===== src/rtl/usb_wr_pkg.sv =====
// Shared state encoding and default widths for the USB write-path framer.
// No logic here; there is no latency and no backpressure involved.
package usb_wr_pkg;

  localparam int ADDR_W = 24;
  localparam int DATA_W = 16;
  localparam logic [DATA_W-1:0] SYNC_WORD_DEFAULT = 16'hA55A;

  typedef enum logic [2:0] {
    HUNT,
    ADDR_HI,
    ADDR_LO,
    LEN,
    DATA,
    CSUM,
    DONE
  } state_t;

endpackage


===== src/rtl/usb_wr_outreg.sv =====
// Single-entry write-request register: 1 clk from load to wr_valid.
// Holds addr/data stable while wr_ready is low; can_load permits retire-and-reload on one edge.
module usb_wr_outreg #(
  parameter int ADDR_W = usb_wr_pkg::ADDR_W,
  parameter int DATA_W = usb_wr_pkg::DATA_W
) (
  input  logic              clk,
  input  logic              rst,
  input  logic              ld_vld,
  input  logic [ADDR_W-1:0] ld_addr,
  input  logic [DATA_W-1:0] ld_data,
  output logic              can_load,
  output logic [ADDR_W-1:0] wr_addr,
  output logic [DATA_W-1:0] wr_data,
  output logic              wr_valid,
  input  logic              wr_ready
);

  logic              wr_valid_q, wr_valid_d;
  logic [ADDR_W-1:0] wr_addr_q, wr_addr_d;
  logic [DATA_W-1:0] wr_data_q, wr_data_d;

  always_comb begin
    wr_valid_d = wr_valid_q;
    wr_addr_d  = wr_addr_q;
    wr_data_d  = wr_data_q;
    if (ld_vld) begin
      wr_valid_d = 1'b1;
      wr_addr_d  = ld_addr;
      wr_data_d  = ld_data;
    end else if (wr_ready) begin
      wr_valid_d = 1'b0;
    end
  end

  always_ff @(posedge clk) begin
    if (rst) begin
      wr_valid_q <= 1'b0;
      wr_addr_q  <= '0;
      wr_data_q  <= '0;
    end else begin
      wr_valid_q <= wr_valid_d;
      wr_addr_q  <= wr_addr_d;
      wr_data_q  <= wr_data_d;
    end
  end

  assign can_load = !wr_valid_q || wr_ready;
  assign wr_valid = wr_valid_q;
  assign wr_addr  = wr_addr_q;
  assign wr_data  = wr_data_q;

endmodule


===== src/rtl/usb_wr_framer.sv =====
// Frames sync/addr/len/payload words into SDRAM writes, 1 clk ingress-to-wr_valid, 1 word/clk sustained.
// s_ready drops while a write is stalled; USB_WR_FRAMER_CHECKSUM_EN adds a trailing XOR checksum word.
module usb_wr_framer #(
  parameter int                ADDR_W    = usb_wr_pkg::ADDR_W,
  parameter int                DATA_W    = usb_wr_pkg::DATA_W,
  parameter logic [DATA_W-1:0] SYNC_WORD = usb_wr_pkg::SYNC_WORD_DEFAULT
) (
  input  logic              clk,
  input  logic              rst,
  input  logic [DATA_W-1:0] s_data,
  input  logic              s_valid,
  output logic              s_ready,
  output logic [ADDR_W-1:0] wr_addr,
  output logic [DATA_W-1:0] wr_data,
  output logic              wr_valid,
  input  logic              wr_ready,
  output logic              busy,
  output logic              frame_done,
  output logic              frame_err
);
  import usb_wr_pkg::*;

  state_t            state_q, state_d;
  logic [ADDR_W-1:0] addr_q, addr_d;
  logic [DATA_W-1:0] rem_q, rem_d;
`ifdef USB_WR_FRAMER_CHECKSUM_EN
  logic [DATA_W-1:0] csum_q, csum_d;
`endif
  logic              ld_vld;
  logic              can_load;

  always_comb begin
    state_d    = state_q;
    addr_d     = addr_q;
    rem_d      = rem_q;
`ifdef USB_WR_FRAMER_CHECKSUM_EN
    csum_d     = csum_q;
`endif
    ld_vld     = 1'b0;
    s_ready    = 1'b0;
    frame_done = 1'b0;
    frame_err  = 1'b0;
    // Reset suppresses every handshake and pulse in the reset cycle itself.
    if (!rst) begin
      case (state_q)
        HUNT: begin
          s_ready = 1'b1;
          if (s_valid && s_data == SYNC_WORD) state_d = ADDR_HI;
        end
        ADDR_HI: begin
          s_ready = 1'b1;
          if (s_valid) begin
            if (s_data[DATA_W-1:8] != '0) begin
              frame_err = 1'b1;
              state_d   = HUNT;
            end else begin
              addr_d[ADDR_W-1:16] = s_data[ADDR_W-17:0];
              state_d             = ADDR_LO;
            end
          end
        end
        ADDR_LO: begin
          s_ready = 1'b1;
          if (s_valid) begin
            addr_d[15:0] = s_data[15:0];
            state_d      = LEN;
          end
        end
        LEN: begin
          s_ready = 1'b1;
          if (s_valid) begin
            rem_d = s_data;
`ifdef USB_WR_FRAMER_CHECKSUM_EN
            csum_d = '0;
`endif
            if (s_data == '0) begin
              frame_err = 1'b1;
              state_d   = HUNT;
            end else begin
              state_d = DATA;
            end
          end
        end
        DATA: begin
          s_ready = can_load;
          if (s_valid && can_load) begin
            ld_vld = 1'b1;
            addr_d = addr_q + ADDR_W'(1);
            rem_d  = rem_q - DATA_W'(1);
`ifdef USB_WR_FRAMER_CHECKSUM_EN
            csum_d = csum_q ^ s_data;
            if (rem_q == DATA_W'(1)) state_d = CSUM;
`else
            if (rem_q == DATA_W'(1)) state_d = DONE;
`endif
          end
        end
`ifdef USB_WR_FRAMER_CHECKSUM_EN
        CSUM: begin
          s_ready = 1'b1;
          if (s_valid) begin
            if (s_data != csum_q) begin
              frame_err = 1'b1;
              state_d   = HUNT;
            end else if (!wr_valid || wr_ready) begin
              // Last write retires now (or already has), so the frame ends here.
              frame_done = 1'b1;
              state_d    = HUNT;
            end else begin
              state_d = DONE;
            end
          end
        end
`endif
        DONE: begin
          if (wr_valid && wr_ready) begin
            frame_done = 1'b1;
            state_d    = HUNT;
          end
        end
        default: state_d = HUNT;
      endcase
    end
  end

  always_ff @(posedge clk) begin
    if (rst) begin
      state_q <= HUNT;
      addr_q  <= '0;
      rem_q   <= '0;
`ifdef USB_WR_FRAMER_CHECKSUM_EN
      csum_q  <= '0;
`endif
    end else begin
      state_q <= state_d;
      addr_q  <= addr_d;
      rem_q   <= rem_d;
`ifdef USB_WR_FRAMER_CHECKSUM_EN
      csum_q  <= csum_d;
`endif
    end
  end

  assign busy = (state_q != HUNT);

  usb_wr_outreg #(
    .ADDR_W(ADDR_W),
    .DATA_W(DATA_W)
  ) u_outreg (
    .clk     (clk),
    .rst     (rst),
    .ld_vld  (ld_vld),
    .ld_addr (addr_q),
    .ld_data (s_data),
    .can_load(can_load),
    .wr_addr (wr_addr),
    .wr_data (wr_data),
    .wr_valid(wr_valid),
    .wr_ready(wr_ready)
  );

endmodule

===== config.mk =====
export PLATFORM = sky130hd
export DESIGN_NAME = usb_wr_framer
export DESIGN_NICKNAME = d
export VERILOG_FILES = /design/src/rtl/usb_wr_pkg.sv /design/src/rtl/usb_wr_outreg.sv /design/src/rtl/usb_wr_framer.sv
export SDC_FILE = /design/constraint.sdc
export NUM_CORES = 1
export LEC_CHECK = 0
export ABC_AREA = 1
export CELL_PAD_IN_SITES_DETAIL_PLACEMENT = 1
export CELL_PAD_IN_SITES_GLOBAL_PLACEMENT = 1
export CORE_UTILIZATION = 25
export DETAILED_ROUTE_END_ITERATION = 8
export PLACE_DENSITY = 0.59
export SLEW_MARGIN = 40
export SYNTH_ARGS = -nofsm -noshare
export SYNTH_HDL_FRONTEND = slang
export SYNTH_HIERARCHICAL = 1
export SYNTH_SLANG_ARGS = --single-unit

===== constraint.sdc =====
create_clock -name clk -period 2.3 [get_ports clk]
set_input_delay 0.575 -clock clk [delete_from_list [all_inputs] [get_ports clk]]
set_output_delay 0.575 -clock clk [all_outputs]
set_load 0.02 [all_outputs]

## After elaboration in Yosys (flattened, before gate mapping)

Cells that the tools add are included.

- Bits of input ports: 20
- Register bits: 84
- Logic and storage cells: 76

- Add/sub/neg operators: 2
- Equal/unequal tests: 15
- Muxes and demuxes: 34
- Reduce and logical (&&, ||, !) cells: 18

Operators with widths:

| cell | count |
|---|---|
| one-hot mux 16 bit (2 select lines) | 2 |
| two-way mux 16 bit | 2 |
| adder 24 x 1 -> 24 bit (second input constant) | 1 |
| two-way mux 24 bit | 1 |
| two-way mux 3 bit | 8 |
| one-hot mux 3 bit (6 select lines) | 1 |
| equality test 16 x 1 -> 1 bit (second input constant) | 1 |
| equality test 16 bit (second input constant) | 1 |
| zero test 16 bit | 1 |
| two-way mux 8 bit | 2 |
| != test 2 bit (second input constant) | 8 |
| one-hot mux 8 bit (2 select lines) | 1 |
| subtractor 16 x 1 -> 16 bit (second input constant) | 1 |
| two-way mux 1 bit | 14 |
| nonzero test 2 bit | 4 |
| nonzero test 8 bit | 1 |
| AND reduction 7 bit | 1 |
| equality test 3 x 2 -> 1 bit (second input constant) | 2 |
| equality test 3 bit (second input constant) | 2 |
| AND reduction 3 bit | 2 |
| one-hot mux 1 bit (2 select lines) | 2 |
| AND reduction 4 bit | 1 |
| OR reduction 4 bit | 1 |
| equality test 3 x 1 -> 1 bit (second input constant) | 1 |
| 6 further kinds | 8 |

## Logic depth before layout (Yosys ltp)

- Depth in word-level cells: 7
- Depth in mapped cells: 12
- Gate-level depth less buffers: 11

## Modules after synthesis

The synthesis kept the hierarchy.

Modules (own cells, without submodules):

| module | sequential area each (µm²) | cells each | area each (µm²) | times used |
|---|---|---|---|---|
| usb_wr_framer | 860.8 | 575 | 3363.2 | 1 |
| usb_wr_outreg | 820.8 | 178 | 1403.8 | 1 |

## Worst setup path before layout

Ideal clock, no wire load.

- Path type: input to output
- From: input port s_data[9]
- To: output port frame_err
- Cell stages on the path: 7
- Path slack: 127 ps
- Arrival: 1598 ps
- Path buffers: 0
- Cell sequence: nor2_1 nand2_1 nor2_1 nand3_1 nand2_1 nand3_1 nor3_1

- Longest elaborated chain between the ends: 5

RTL lines:

| what | line | text |
|---|---|---|
| start, declared | usb_wr_framer.sv:10 | `input logic [DATA_W-1:0] s_data,` |
| zero test 16 bit or nonzero test 8 bit (tied branches) | usb_wr_framer.sv:76, usb_wr_framer.sv:53 |  |
| two-way mux 1 bit (on tied branches) | usb_wr_framer.sv:76, usb_wr_framer.sv:53 |  |
| two-way mux 1 bit (on tied branches) | usb_wr_framer.sv:71, usb_wr_framer.sv:52 |  |
| one-hot mux 1 bit (2 select lines) (*) | usb_wr_framer.sv:45 | `case (state_q)` |
| two-way mux 1 bit (*) | usb_wr_framer.sv:44 | `if (!rst) begin` |
| end, declared | usb_wr_framer.sv:19 | `output logic frame_err` |

Every way passes the cells marked *; elsewhere a longest branch is shown, timed or not.

## Worst setup path in the final report

- From: input port s_data[12]
- To: output port frame_err

The elaborated chain is that of the path after synthesis.

==> qor.json <==
{
  "detailroute.wirelength.met2": {"value": 7360, "unit": "um"},
  "power_density": {"value": 1100, "unit": "nW/um^2"},
  "syn_area_per_cell": {"value": 6.33, "unit": "sq um"},
  "final-setup-viol-count": {"value": 0},
  "synth_flop_cell": {"value": "dfxtp_1"},
  "hold_path.startpoint": {"value": "u_outreg/wr_addr[18]"},
  "routed_wl": {"value": 16700, "unit": "um"},
  "fp-row-count": {"value": 50},
  "crit_fanout": {"value": 2},
  "worstSetupStartpointType": {"value": "input pin"},
  "finalMaxSlewViolations": {"value": 0},
  "detailedRoute.firstPassIterationCount": {"value": 4},
  "drt-vias-per-instance": {"value": 4.58},
  "drcViolationCount": {"value": 0},
  "core_area": {"value": 18700, "unit": "sq um"},
  "yosys.area.top_type": {"value": "dfxtp_1"},
  "antenna-diode-count": {"value": 0},
  "worst_r2r_path_depth": {"value": 9},
  "yosysWarningCount": {"value": 6},
  "cts_sinks": {"value": 84},
  "synth_sequential_area_ratio": {"value": 35.3, "unit": "%"},
  "place_hpwl": {"value": 12700, "unit": "um"},
  "cts_tree": {"value": "built"},
  "final.hold.worst_slack": {"value": 0.492, "unit": "ns"},
  "cts_hold_buf": {"value": 0},
  "cp_data_arrival_time": {"value": 1.64, "unit": "ns"},
  "gr-total-overflow": {"value": 0},
  "clock_skew": {"value": 0.00935, "unit": "ns"},
  "detailed_route_via_count": {"value": 4965},
  "outcome": {"value": "finished, final reports clean"},
  "drt.antenna.violating_nets": {"value": 0},
  "clockRootBuffer": {"value": "clkbuf_16"},
  "timing_worst_slew_pin_value": {"value": 0.607, "unit": "ns"},
  "clk_pin_slew_worst_paths": {"value": 0.07, "unit": "ns"},
  "finish.net_count": {"value": 868},
  "route.met3.wl": {"value": 523, "unit": "um"},
  "final_core_util": {"value": 33.5, "unit": "%"},
  "wl_met1": {"value": 8600, "unit": "um"},
  "final_cycle_share": {"value": 96.2, "unit": "%"},
  "min_period": {"value": 2.21, "unit": "ns"},
  "async_reset_ff_share": {"value": 0, "unit": "%"},
  "yosys.cell_types.count": {"value": 38},
  "synthToLayoutAreaGrowth": {"value": 31.3, "unit": "%"},
  "synth_top_area_share": {"value": 35.3, "unit": "%"},
  "grt_antenna_before_repair": {"value": 0},
  "worst_ep_required_time": {"value": 1.73, "unit": "ns"},
  "critical_path.reg2reg.endpoint": {"value": "rem_q[2]"},
  "grt_max_degree": {"value": 41},
  "layout.cell_area.non_filler": {"value": 6260, "unit": "sq um"},
  "wl_per_cell": {"value": 15.4, "unit": "um"},
  "setup_slack": {"value": 0.0867, "unit": "ns"},
  "cp_class": {"value": "input pin to output port"},
  "overall_global_routing_usage": {"value": 17.9, "unit": "%"},
  "cts_buffers": {"value": 9},
  "p_leak": {"value": 0.00286, "unit": "uW"},
  "achievable-frequency": {"value": 452, "unit": "MHz"},
  "dpl-instance-area": {"value": 5910, "unit": "sq um"},
  "h_tree_lvl_count": {"value": 3},
  "stdcell_count": {"value": 1084},
  "syn-num-nets": {"value": 776},
  "drive_gt1_share": {"value": 13.8, "unit": "%"},
  "hold_path_end": {"value": "u_outreg/wr_addr[18]"},
  "clock_tree.buffer_depth": {"value": 2},
  "clkLatencyLatePin": {"value": 0.35, "unit": "ns"},
  "floorplan.die.width": {"value": 140, "unit": "um"},
  "die_height": {"value": 140, "unit": "um"},
  "reg2reg_setup_slack": {"value": 0.33, "unit": "ns"},
  "min-delay-path-class": {"value": "flop to flop"},
  "fill_cells": {"value": 2374},
  "synthesis.instances": {"value": 753},
  "boundaryPins": {"value": 65},
  "ys_seq_elements": {"value": 84},
  "portBuffers": {"value": 64},
  "ir_worst_vdd": {"value": 0.419, "unit": "mV"},
  "grt_pass1_wl": {"value": 27400, "unit": "um"},
  "max_cap_violations": {"value": 0},
  "drt-initial-drc-count": {"value": 191},
  "first_global_vias": {"value": 5246},
  "place_congestion": {"value": 0.797},
  "initial_utilization": {"value": 25.5, "unit": "%"},
  "synthTopCellsByArea": {"value": "dfxtp_1 35%, nor2_1 15%, nand2_1 13%, o21ai_0 7.0%, inv_1 4.6%"},
  "highest_metal_used": {"value": "met4"},
  "place_worst_setup_slack": {"value": -0.701, "unit": "ns"},
  "die_area": {"value": 19600, "unit": "sq um"},
  "dp_cells": {"value": 1066},
  "cells_on_worst_hold_path": {"value": 2},
  "timing_hold_violations_final": {"value": 0},
  "synth_enable_flop_cells": {"value": 0},
  "post_synth_instance_area": {"value": 4770, "unit": "sq um"},
  "setup_repair_after_global_routing_missed_its_margin": {"value": "true"},
  "worst_slew_slack_as_a_fraction_of_its_limit": {"value": 59.5, "unit": "%"},
  "worst_setup_path_end_kind": {"value": "output port"},
  "crit-reg2reg-launch": {"value": "state_q[1]"}
}
-- placed cells by master, fill, tap and decap left out, drive strengths merged, types with 3 or more instances in the layout --
cell type and n:
nor2 205, nand2 172, dfxtp 84, o21ai 83, inv 70, buf 47
a21oi 45, clkdlybuf4s50 44, nand3 30, dlymetal6s2s 16, xor2 11, clkbuf 11
nor3 11, xnor2 3, ha 3, clkinv 3
-- where the power goes --
part	switching, uW	leakage [uW]	internal, uW
registers	499	0.000684	1860
clock network	690	0.000137	747
logic	1920	0.00204	1160
total	3110	0.00286	3770
-- per-layer routing --
| layer | up-vias | global-route usage (%) |
|---|---|---|
| met1 | 2334 | 24.4 |
| li1 | 2551 | - |
| met3 | 8 | 3.83 |
| met4 | 0 | 4.92 |
| met5 | - | 0 |
| met2 | 72 | 28.4 |
-- Yosys cell counts, types with 3 or more instances --
cell / instances
nor2_1: 194
nand2_1: 165
dfxtp_1: 84
o21ai_0: 67
inv_1: 59
a21oi_1: 34
nand3_1: 27
o21ai_1: 15
buf_2: 14
a21oi_2: 11
nor3_1: 11
xor2_1: 11
nor2_2: 8
inv_2: 5
buf_6: 4
clkbuf_1: 4
clkbuf_2: 4
nand2_2: 4
ha_1: 3
nand2_4: 3
xnor2_1: 3
-- timing repair --
action | 4_1_cts | 5_1_grt
setup buffers | 0 | 2
endpoints found under the setup margin | 4 | 3
pin swaps | 0 | 12
gates resized for setup | 11 | 27
-- worst max path at each step --
stage	start	end	slack, ns	cells after the start
after floorplan	s_data[9]	frame_err	0.13	7
after detailed placement	s_data[9]	frame_err	-0.70	9
after CTS	s_data[9]	frame_err	-0.23	9
after global routing	s_data[10]	frame_err	-0.07	9
final	s_data[12]	frame_err	0.09	9
after global placement	s_data[9]	frame_err	-0.65	9
-- worst max-delay path, cell delays in order --
cell	delay, ns
dlymetal6s2s_1	0.14
nor2_2	0.13
nand2_1	0.07
nor2_2	0.12
nand3_1	0.09
nand2_1	0.08
nand3_1	0.09
nor3_2	0.17
buf_4	0.17
-- final cells by class --
cell class / instances / area (sq um) / share of cell area (%)
well taps: 234 / 293 / 4.68
clock buffers: 9 / 225 / 3.60
clock inverters: 7 / 56.3 / 0.899
multi-input cells: 573 / 2670 / 42.6
repair buffers: 110 / 1070 / 17.2
inverters: 67 / 262 / 4.18
flip-flops and latches: 84 / 1680 / 26.9
-- stage by stage --
step | TNS [ns] | total power [uW]
6_report | 0 | 6880
3_3_place_gp | -2.77 | 5480
2_1_floorplan | 0 | 4440
5_1_grt | -0.0730 | 7460
4_1_cts | -0.229 | 6970
3_5_place_dp | -3.06 | 5510
-- cell families (layout without fill, tap and decap cells) --
kind of cell | after synthesis | after routing | share of synthesized area [%]
adders and majority gates | 3 | 3 | 0.787
xor gates and xnor gates | 14 | 14 | 2.57
DFF | 84 | 84 | 35.3
AOI/OAI and AO/OA | 132 | 132 | 15.0
and+or+nand+nor | 424 | 424 | 37.0
buffers and inverters | 96 | 193 | 9.37
-- state kept, by name, indices dropped and copies added, names as in the netlist --
register	cells
state_q	3
u_outreg/wr_data	16
u_outreg/wr_valid	1
u_outreg/wr_addr	24
rem_q	16
addr_q	24
Note: power is estimated with default switching activity, not from simulation.
